## config.mk

```make
export PLATFORM = sky130hd
export DESIGN_NAME = array_seq_flat
export DESIGN_NICKNAME = d
export VERILOG_FILES = /design/src/rtl/array_seq_pkg.sv /design/src/rtl/array_seq_if.sv /design/src/rtl/array_bank.sv /design/src/rtl/array_seq.sv /design/src/flat_wrapper.sv
export SDC_FILE = /design/constraint.sdc
export NUM_CORES = 1
export LEC_CHECK = 0
export CAP_MARGIN = 0
export CORE_UTILIZATION = 43
export CTS_BUF_LIST = sky130_fd_sc_hd__clkbuf_4
export DETAILED_ROUTE_END_ITERATION = 10
export GPL_TIMING_DRIVEN = 0
export PLACE_DENSITY = 0.75
export REMOVE_ABC_BUFFERS = 1
export SLEW_MARGIN = 0
export SYNTH_ARGS = -nofsm -noshare
export SYNTH_HDL_FRONTEND = slang
export SYNTH_HIERARCHICAL = 1
export SYNTH_SLANG_ARGS = --single-unit
export TNS_END_PERCENT = 1
```

## constraint.sdc

```tcl
create_clock -name clk -period 1.42 [get_ports clk]
set_input_delay 0.284 -clock clk [delete_from_list [all_inputs] [get_ports clk]]
set_output_delay 0.284 -clock clk [all_outputs]
set_load 0.01 [all_outputs]
```

## src/rtl/array_seq_pkg.sv

```systemverilog
// Shared types for the array sequencer: playback modes and FSM states.
package array_seq_pkg;

   typedef enum logic [1:0] {
      WRAP     = 2'd0,
      ONESHOT  = 2'd1,
      PINGPONG = 2'd2,
      MODE_RSV = 2'd3
   } mode_e;

   typedef enum logic {
      IDLE = 1'b0,
      RUN  = 1'b1
   } state_e;

endpackage

```

## src/rtl/array_seq_if.sv

```systemverilog
// Table-write and playback bus of the array sequencer.
interface array_seq_if #(
   parameter int N_CH  = 2,
   parameter int DEPTH = 8,
   parameter int WIDTH = 16
);
   localparam int AW = $clog2(DEPTH);
   localparam int CW = (N_CH > 1) ? $clog2(N_CH) : 1;

   logic                        wr_en;
   logic [CW-1:0]               wr_ch;
   logic [AW-1:0]               wr_addr;
   logic [WIDTH-1:0]            wr_data;
   logic                        start;
   logic                        stop;
   logic [1:0]                  mode;
   logic                        busy;
   logic                        done;
   logic [AW-1:0]               addr;
   logic                        valid;
   logic [N_CH-1:0][WIDTH-1:0]  data;

   modport master (
      output wr_en, wr_ch, wr_addr, wr_data, start, stop, mode,
      input  busy, done, addr, valid, data
   );

   modport slave (
      input  wr_en, wr_ch, wr_addr, wr_data, start, stop, mode,
      output busy, done, addr, valid, data
   );
endinterface

```

## src/rtl/array_bank.sv

```systemverilog
// One channel's register-based table: single write port, registered read port.
module array_bank #(
   parameter int DEPTH = 8,
   parameter int WIDTH = 16,
   localparam int AW   = $clog2(DEPTH)
) (
   input  logic             clk,
   input  logic             rst,
   input  logic             wr_en,
   input  logic [AW-1:0]    wr_addr,
   input  logic [WIDTH-1:0] wr_data,
   input  logic             rd_en,
   input  logic [AW-1:0]    rd_addr,
   output logic [WIDTH-1:0] rd_data
);

   logic [DEPTH-1:0][WIDTH-1:0] mem_q, mem_d;
   logic [WIDTH-1:0]            rd_q, rd_d;

   // Read samples mem_q before this edge's write lands: read-before-write.
   always_comb begin
      mem_d = mem_q;
      if (wr_en) mem_d[wr_addr] = wr_data;
      rd_d = rd_en ? mem_q[rd_addr] : rd_q;
   end

   always_ff @(posedge clk) begin
      if (rst) begin
         mem_q <= '0;
         rd_q  <= '0;
      end else begin
         mem_q <= mem_d;
         rd_q  <= rd_d;
      end
   end

   assign rd_data = rd_q;

endmodule

```

## src/rtl/array_seq.sv

```systemverilog
// Multi-channel table playback: one address sequencer (WRAP/ONESHOT/PINGPONG)
// driving N_CH parallel banks with one-cycle read latency.
module array_seq
   import array_seq_pkg::*;
#(
   parameter int N_CH  = 2,
   parameter int DEPTH = 8,
   parameter int WIDTH = 16
) (
   input logic        clk,
   input logic        rst,
   array_seq_if.slave bus
);

   localparam int AW = $clog2(DEPTH);
   localparam int CW = (N_CH > 1) ? $clog2(N_CH) : 1;
   localparam logic [AW-1:0] LAST = AW'(DEPTH - 1);

   state_e        state_q, state_d;
   mode_e         mode_q, mode_d;
   logic [AW-1:0] addr_q, addr_d;
   logic          dir_dn_q, dir_dn_d;
   logic          done_q, done_d;
   logic          valid_q, valid_d;

   always_comb begin
      state_d  = state_q;
      mode_d   = mode_q;
      addr_d   = addr_q;
      dir_dn_d = dir_dn_q;
      done_d   = 1'b0;
      valid_d  = (state_q == RUN);
      if (bus.stop) begin
         state_d = IDLE;
      end else if (bus.start) begin
         // Restart wins over ONESHOT completion, so no done here.
         state_d  = RUN;
         mode_d   = mode_e'(bus.mode);
         addr_d   = '0;
         dir_dn_d = 1'b0;
      end else if (state_q == RUN) begin
         case (mode_q)
            WRAP: addr_d = addr_q + AW'(1);
            PINGPONG: begin
               if (!dir_dn_q) begin
                  if (addr_q == LAST) begin
                     dir_dn_d = 1'b1;
                     addr_d   = addr_q - AW'(1);
                  end else begin
                     addr_d = addr_q + AW'(1);
                  end
               end else begin
                  if (addr_q == '0) begin
                     dir_dn_d = 1'b0;
                     addr_d   = AW'(1);
                  end else begin
                     addr_d = addr_q - AW'(1);
                  end
               end
            end
            default: begin
               if (addr_q == LAST) begin
                  state_d = IDLE;
                  done_d  = 1'b1;
               end else begin
                  addr_d = addr_q + AW'(1);
               end
            end
         endcase
      end
   end

   always_ff @(posedge clk) begin
      if (rst) begin
         state_q  <= IDLE;
         mode_q   <= WRAP;
         addr_q   <= '0;
         dir_dn_q <= 1'b0;
         done_q   <= 1'b0;
         valid_q  <= 1'b0;
      end else begin
         state_q  <= state_d;
         mode_q   <= mode_d;
         addr_q   <= addr_d;
         dir_dn_q <= dir_dn_d;
         done_q   <= done_d;
         valid_q  <= valid_d;
      end
   end

   logic [N_CH-1:0][WIDTH-1:0] rd_data;

   for (genvar c = 0; c < N_CH; c++) begin : g_bank
      array_bank #(.DEPTH(DEPTH), .WIDTH(WIDTH)) u_bank (
         .clk     (clk),
         .rst     (rst),
         .wr_en   (bus.wr_en && (bus.wr_ch == CW'(c))),
         .wr_addr (bus.wr_addr),
         .wr_data (bus.wr_data),
         .rd_en   (state_q == RUN),
         .rd_addr (addr_q),
         .rd_data (rd_data[c])
      );
   end

   assign bus.busy  = (state_q == RUN);
   assign bus.done  = done_q;
   assign bus.addr  = addr_q;
   assign bus.valid = valid_q;
   assign bus.data  = rd_data;

endmodule

```

## src/flat_wrapper.sv

```systemverilog
// flat-port wrapper written by rule: the top's interface ports become plain ports
module array_seq_flat import array_seq_pkg::*;
#(
   parameter int N_CH  = 2,
   parameter int DEPTH = 8,
   parameter int WIDTH = 16
)
  (clk, rst, bus_wr_en, bus_wr_ch, bus_wr_addr, bus_wr_data, bus_start, bus_stop, bus_mode, bus_busy, bus_done, bus_addr, bus_valid, bus_data);
  array_seq_if #(.N_CH(N_CH), .DEPTH(DEPTH), .WIDTH(WIDTH)) bus_i ();
  input logic clk;
  input logic rst;
  input wire logic [$bits(bus_i.wr_en)-1:0] bus_wr_en;
  input wire logic [$bits(bus_i.wr_ch)-1:0] bus_wr_ch;
  input wire logic [$bits(bus_i.wr_addr)-1:0] bus_wr_addr;
  input wire logic [$bits(bus_i.wr_data)-1:0] bus_wr_data;
  input wire logic [$bits(bus_i.start)-1:0] bus_start;
  input wire logic [$bits(bus_i.stop)-1:0] bus_stop;
  input wire logic [$bits(bus_i.mode)-1:0] bus_mode;
  output wire logic [$bits(bus_i.busy)-1:0] bus_busy;
  output wire logic [$bits(bus_i.done)-1:0] bus_done;
  output wire logic [$bits(bus_i.addr)-1:0] bus_addr;
  output wire logic [$bits(bus_i.valid)-1:0] bus_valid;
  output wire logic [$bits(bus_i.data)-1:0] bus_data;
  assign bus_i.wr_en = bus_wr_en;
  assign bus_i.wr_ch = bus_wr_ch;
  assign bus_i.wr_addr = bus_wr_addr;
  assign bus_i.wr_data = bus_wr_data;
  assign bus_i.start = bus_start;
  assign bus_i.stop = bus_stop;
  assign bus_i.mode = bus_mode;
  assign bus_busy = bus_i.busy;
  assign bus_done = bus_i.done;
  assign bus_addr = bus_i.addr;
  assign bus_valid = bus_i.valid;
  assign bus_data = bus_i.data;
  array_seq #(.N_CH(N_CH), .DEPTH(DEPTH), .WIDTH(WIDTH)) u_core (.clk(clk), .rst(rst), .bus(bus_i));
endmodule
```

# Word level (Yosys, flattened, before mapping)
# Cells that the tools add are included.
[classes] n_bitwise=3 addsub=2 magnitude_cmp=3 eq_ne=3 reduce_logical=13 mux=25
[op_table] operator="bitwise mux 128 bit" count=2
[op_table] operator="binary-select mux 16 bit (select 3 bit)" count=2
[op_table] operator="demux 16 bit (select 3 bit)" count=1
[op_table] operator="2-to-1 mux 16 bit" count=3
[op_table] operator="2-to-1 mux 3 bit" count=6
[op_table] operator="2-to-1 mux 1 bit" count=10
[op_table] operator="less-than comparator 3 x 4 -> 1 bit (second input constant)" count=2
[op_table] operator="one-hot mux 3 bit (2 select lines)" count=1
[op_table] operator="AND reduction 3 bit" count=2
[op_table] operator="OR reduction 6 bit" count=1
[op_table] operator="inequality test 4 bit (second input constant)" count=1
[op_table] operator="nonzero test 2 bit" count=2
[op_table] operator="OR reduction 2 bit" count=2
[op_table] operator="adder 3 x 1 -> 3 bit (second input constant)" count=1
[op_table] operator="== test 3 bit (second input constant)" count=1
[op_table] operator=">= comparator 3 x 1 -> 1 bit (second input constant)" count=1
[op_table] operator="logical AND 1 bit" count=3
[op_table] operator="zero test 3 bit" count=1
[op_table] operator="NOT 1 bit" count=3
[op_table] operator="subtractor 3 x 1 -> 3 bit (second input constant)" count=1
[op_table] operator="== test 2 bit (second input constant)" count=1
[op_table] operator="zero test 2 bit" count=1
[op_table] operator="AND reduction 2 bit" count=1
[word_totals] input_bits=27 out_inout_bits=38 regBits=297 wordCells=73

# Depth between registers and ports, before layout
[logic_depth] ltp_word=6 ltp_mapped=8 depth_no_buf=8

# Hierarchy
# Netlist, hierarchy kept.
[by_module_without_submodules] mod="array_bank" n_inst=2 area_per_inst_um2=6180.9 cells_each=751 seq_area_each_um2=2882.8
[by_module_without_submodules] mod="array_seq" n_inst=1 area_per_inst_um2=551.8 cells_each=67 seq_area_each_um2=180.2

# Worst setup path after synthesis
# OpenSTA, ideal clock, no wires.
[synth_path] path_kind="flip-flop to flip-flop" start="reg u_core.addr_q[0], in the netlist u_core/bus.addr[0]" end="reg u_core.g_bank[0].u_bank.rd_q[14]" synth_period_minus_slack_ns=1.636 setup_slack_ns=-0.216 path_stages_with_launch=7 required_time_ns=1.276 n_path_buf=3 setup_time_ns=0.144 arrival_time_ns=1.492 cell_sequence="dfxtp_1 -> buf_6 -> buf_12 -> buf_12 -> mux2_2 -> o221ai_1 -> a211oi_1"
[synth_via] elab_chain_len=2
[synth_lines] item="start, declared" line="array_seq.sv:21" rtl="logic [AW-1:0] addr_q, addr_d;"
[synth_lines] item="start signal, assigned" line="array_seq.sv:84" rtl="addr_q <= addr_d;"
[synth_lines] item="binary-select mux 16 bit (select 3 bit)" line="array_bank.sv:24" rtl="rd_d = rd_en ? mem_q[rd_addr] : rd_q;"
[synth_lines] item="2-to-1 mux 16 bit (not written as such)" line="array_bank.sv:24"
[synth_lines] item="end signal, assigned" line="array_bank.sv:33" rtl="rd_q <= rd_d;"
[synth_lines] item="end, declared" line="array_bank.sv:18" rtl="logic [WIDTH-1:0] rd_q, rd_d;"
# No other way between the ends. The select of a mux whose other input is x is not followed.
# A chain may end at the register's enable or synchronous reset.

# Worst setup path in the final report
[layout_path] start="reg u_core.addr_q[0], in the netlist u_core/bus.addr[0]" end="reg u_core.g_bank[1].u_bank.rd_q[12]"
[layout_via] elab_chain_len=2
[layout_lines] item="binary-select mux 16 bit (select 3 bit)" line="array_bank.sv:24"
[layout_lines] item="2-to-1 mux 16 bit (not written as such)" line="array_bank.sv:24"
[layout_lines] item="end signal, assigned" line="array_bank.sv:33"
[layout_lines] item="end, declared" line="array_bank.sv:18"
# No other way between the ends. The select of a mux whose other input is x is not followed.

==> impl_metrics.toml <==
[hold_path]
hold_class = "primary input to flop"

[floorplan]
rows = 63
die_h_um = 175
boundaryPins = 65
fp.coreArea_um2 = 29600
die_width_um = 175
start_util = 0.437
die_area_um2 = 30700

[synthesis]
yosys-top-cells-count = "nand2_1, dfxtp_1, a21oi_1"
synth_most_common_cell = "nand2_1"
synth.distinct_cells = 38
postSynthCellCount = 1569
synth.largest_area_cell = "dfxtp_1"
syn-cell-area_um2 = 12900
ys_async_sr_fraction = 0
postSynthAreaPerCell_um2 = 8.23
ys_warn_count = 6
synth_top_area_frac = 0.460
yosysSeqAreaShare = 0.460
synth_flop_cell = "dfxtp_1"
synth_seq_cells = 297
synth_area_leaders = "dfxtp_1, nand2_1, a21oi_1, mux2_2, mux2i_1"
synth-edff-count = 0

[global_route]
grt-ovfl-total = 0
grt_max_degree = 158
grtUsageTotal = 0.248
grt_pass1_wl_um = 60300
antenna_found_initial = 2
first_global_vias = 11396

[sta]
finalHoldViolCount = 0
slew_violations = 0
finClkSkew_ns = 0.0628
final.setup.worst_slack_ns = -0.279
timing.final.setup_violations = 96
fin_tns_setup_ns = -8.99
finalCritPeriodShare = 1.20
fmax_mhz = 589
period_minus_slack_ns = 1.70
hold_ws_ns = 0.136
maxSlewHeadroom = 0.351
worst_pin_slew_ns = 0.974
grt_setup_unrepaired = "true"

[layout]
synthToLayoutAreaGrowth_pct = 23.9
nets = 1677
finalNonFillerCells = 2084
postLayoutCoreUtil = 0.541
drive_gt1_frac = 0.262

[power_and_ir_drop]
power_density_nw_per_um2 = 1080
pwr-share-seq = 0.495
p_leak_uw = 0.00544
ir_drop_mv = 0.451
pwr-share-clk = 0.430
p_sw_uw = 4360
power_uw = 17300
p_int_uw = 13000
switching_share = 0.251
p_comb_frac = 0.075

[worst_setup_path]
max_stage_delay_ns = 0.40
crit_arrival_ns = 2.24
slowest_stage = "dfxtp_4"
startpoint_type = "flop"
worstPathMaxFanout = 12
cp_common_cell = "buf_16"
path_cells = "buf_16, buf_16, mux2_2, o22ai_2, a221o_1, a211oi_2"
critical_path_required_ns = 1.97
end_kind = "flop"
critical_path_class = "flop to flop"

[detailed_routing]
ant_nets = 0
num_vias = 11923
first_pass_iters = 5
wl_per_cell_um = 19.1
wl_um = 39900
route.detailed.drc = 0
drtIter0Drc = 1136
via_per_inst = 5.72

[clocking]
cts_hold_buf = 0
clockRootBuffer = "clkbuf_4"
cts-buffers-inserted = 79
cts_tree = "yes"
cts_sinks = 297
worstSkewPairLatency_ns = 0.72
cts_max_level = 3
clk_pin_slew_ns = 0.07
clk_path_buf_depth = 3

[place]
placed_cells = 1897
place.gp.congestion = 0.775
port_buffers = 64
hpwl_um = 19800

[outcome]
violations = "negative setup slack"
status = "finished with violations"

[run]
maxCapViolCount = 0
per-layer routing:
layer | vias up | track usage | share of wire
met5 | - | 0 | 0
met4 | 0 | 0.122 | 0.040
met3 | 151 | 0.0468 | 0.088
met2 | 594 | 0.410 | 0.48
met1 | 5675 | 0.309 | 0.39
li1 | 5503 | - | -
through the flow:
stage               area, µm²  setup WS [ns]
CTS                     15600         -0.266
finish                  16000         -0.279
global placement        13300          -8.07
floorplan               12200          -3.77
detailed placement      13400          -1.54
global route            16000         -0.321
final cells by class:
| cell class | instances | area [µm²] |
|---|---|---|
| antenna | 2 | 5.00 |
| clock buffer | 113 | 848 |
| clock inverter | 16 | 130 |
| fill | 2511 | 13600 |
| inverter | 8 | 30.0 |
| multi-input combinational | 1132 | 6840 |
| sequential | 297 | 6000 |
| tap | 390 | 488 |
| timing repair buffer | 126 | 1660 |
repair_timing:
action	in CTS	in global routing
gates resized for setup	332	63
pin swaps	42	32
buffers inserted	35	12
endpoints found under the setup margin	332	327
cloned	8	3
power groups by stage:
| stage | Clock, µW | Sequential (µW) | Combinational [µW] |
|---|---|---|---|
| after floorplan | 0 | 8800 | 396 |
| final | 7460 | 8570 | 1300 |
| after global placement | 0 | 8810 | 1000 |
| after CTS | 7580 | 8570 | 1240 |
| after detailed placement | 0 | 8790 | 994 |
| after global routing | 8090 | 8580 | 1380 |
critical path: cells and delay by family, from the launching register on:
family | cells | cell delay, ns
mux | 1 | 0.36
compound gates | 3 | 0.43
buf+inv | 2 | 0.34
flops | 1 | 0.40
cells in the final DEF (no fill, tap or decap), types with 6 or more instances in the layout:
master / count
nand2_1: 521
dfxtp_1: 261
a21oi_1: 259
clkbuf_4: 113
mux2i_1: 64
mux2_2: 52
buf_6: 41
nor2_1: 37
dfxtp_2: 32
a211oi_2: 23
buf_4: 23
clkdlybuf4s50_1: 20
o22ai_2: 20
a221o_1: 20
buf_12: 16
nor2_4: 14
buf_16: 12
mux2_4: 12
o221ai_2: 11
a211oi_1: 10
clkinv_1: 8
inv_1: 7
a22oi_1: 7
nand2_2: 7
nor2b_4: 6
nor2b_1: 6
nand3_2: 6
a22oi_2: 6
sequential cells by signal (all words and copies together) (netlist names):
signal                        flops
u_core/mode_q                     2
u_core/bus.valid                  1
u_core/dir_dn_q                   1
u_core/g_bank.u_bank/mem_q      256
u_core/bus.busy                   1
u_core/bus.done                   1
u_core/g_bank.u_bank/rd_data     32
u_core/bus.addr                   3
final timing paths:
| check | from | endpoint | slack [ns] | cells past startpoint |
|---|---|---|---|---|
| worst min register to register | u_core/g_bank[0].u_bank/mem_q[82]$_SDFFE_PP0P_ | u_core/g_bank[0].u_bank/mem_q[82]$_SDFFE_PP0P_ | 0.45 | 2 |
| worst min-delay path | bus_mode[1] | u_core/mode_q[1]$_SDFFE_PP0P_ | 0.14 | 3 |
| worst max register to register | u_core/bus.addr[0]$_SDFFE_PP0P_ | u_core/g_bank[1].u_bank/rd_data[12]$_SDFFE_PP0P_ | -0.28 | 6 |
| worst max-delay path | u_core/bus.addr[0]$_SDFFE_PP0P_ | u_core/g_bank[1].u_bank/rd_data[12]$_SDFFE_PP0P_ | -0.28 | 6 |
kinds of logic (layout without fill, tap and decap cells):
logic type	count (synthesis)	count (layout)	share of synthesized area
AOI/OAI and AO/OA	371	371	0.175
adders and majority gates	6	6	0.00581
buffers and inverters	140	263	0.0607
DFF	297	297	0.460
muxes	129	129	0.106
other	0	2	0
and+or+nand+nor	626	626	0.192
No activity file was read; power rests on OpenSTA's default activity.
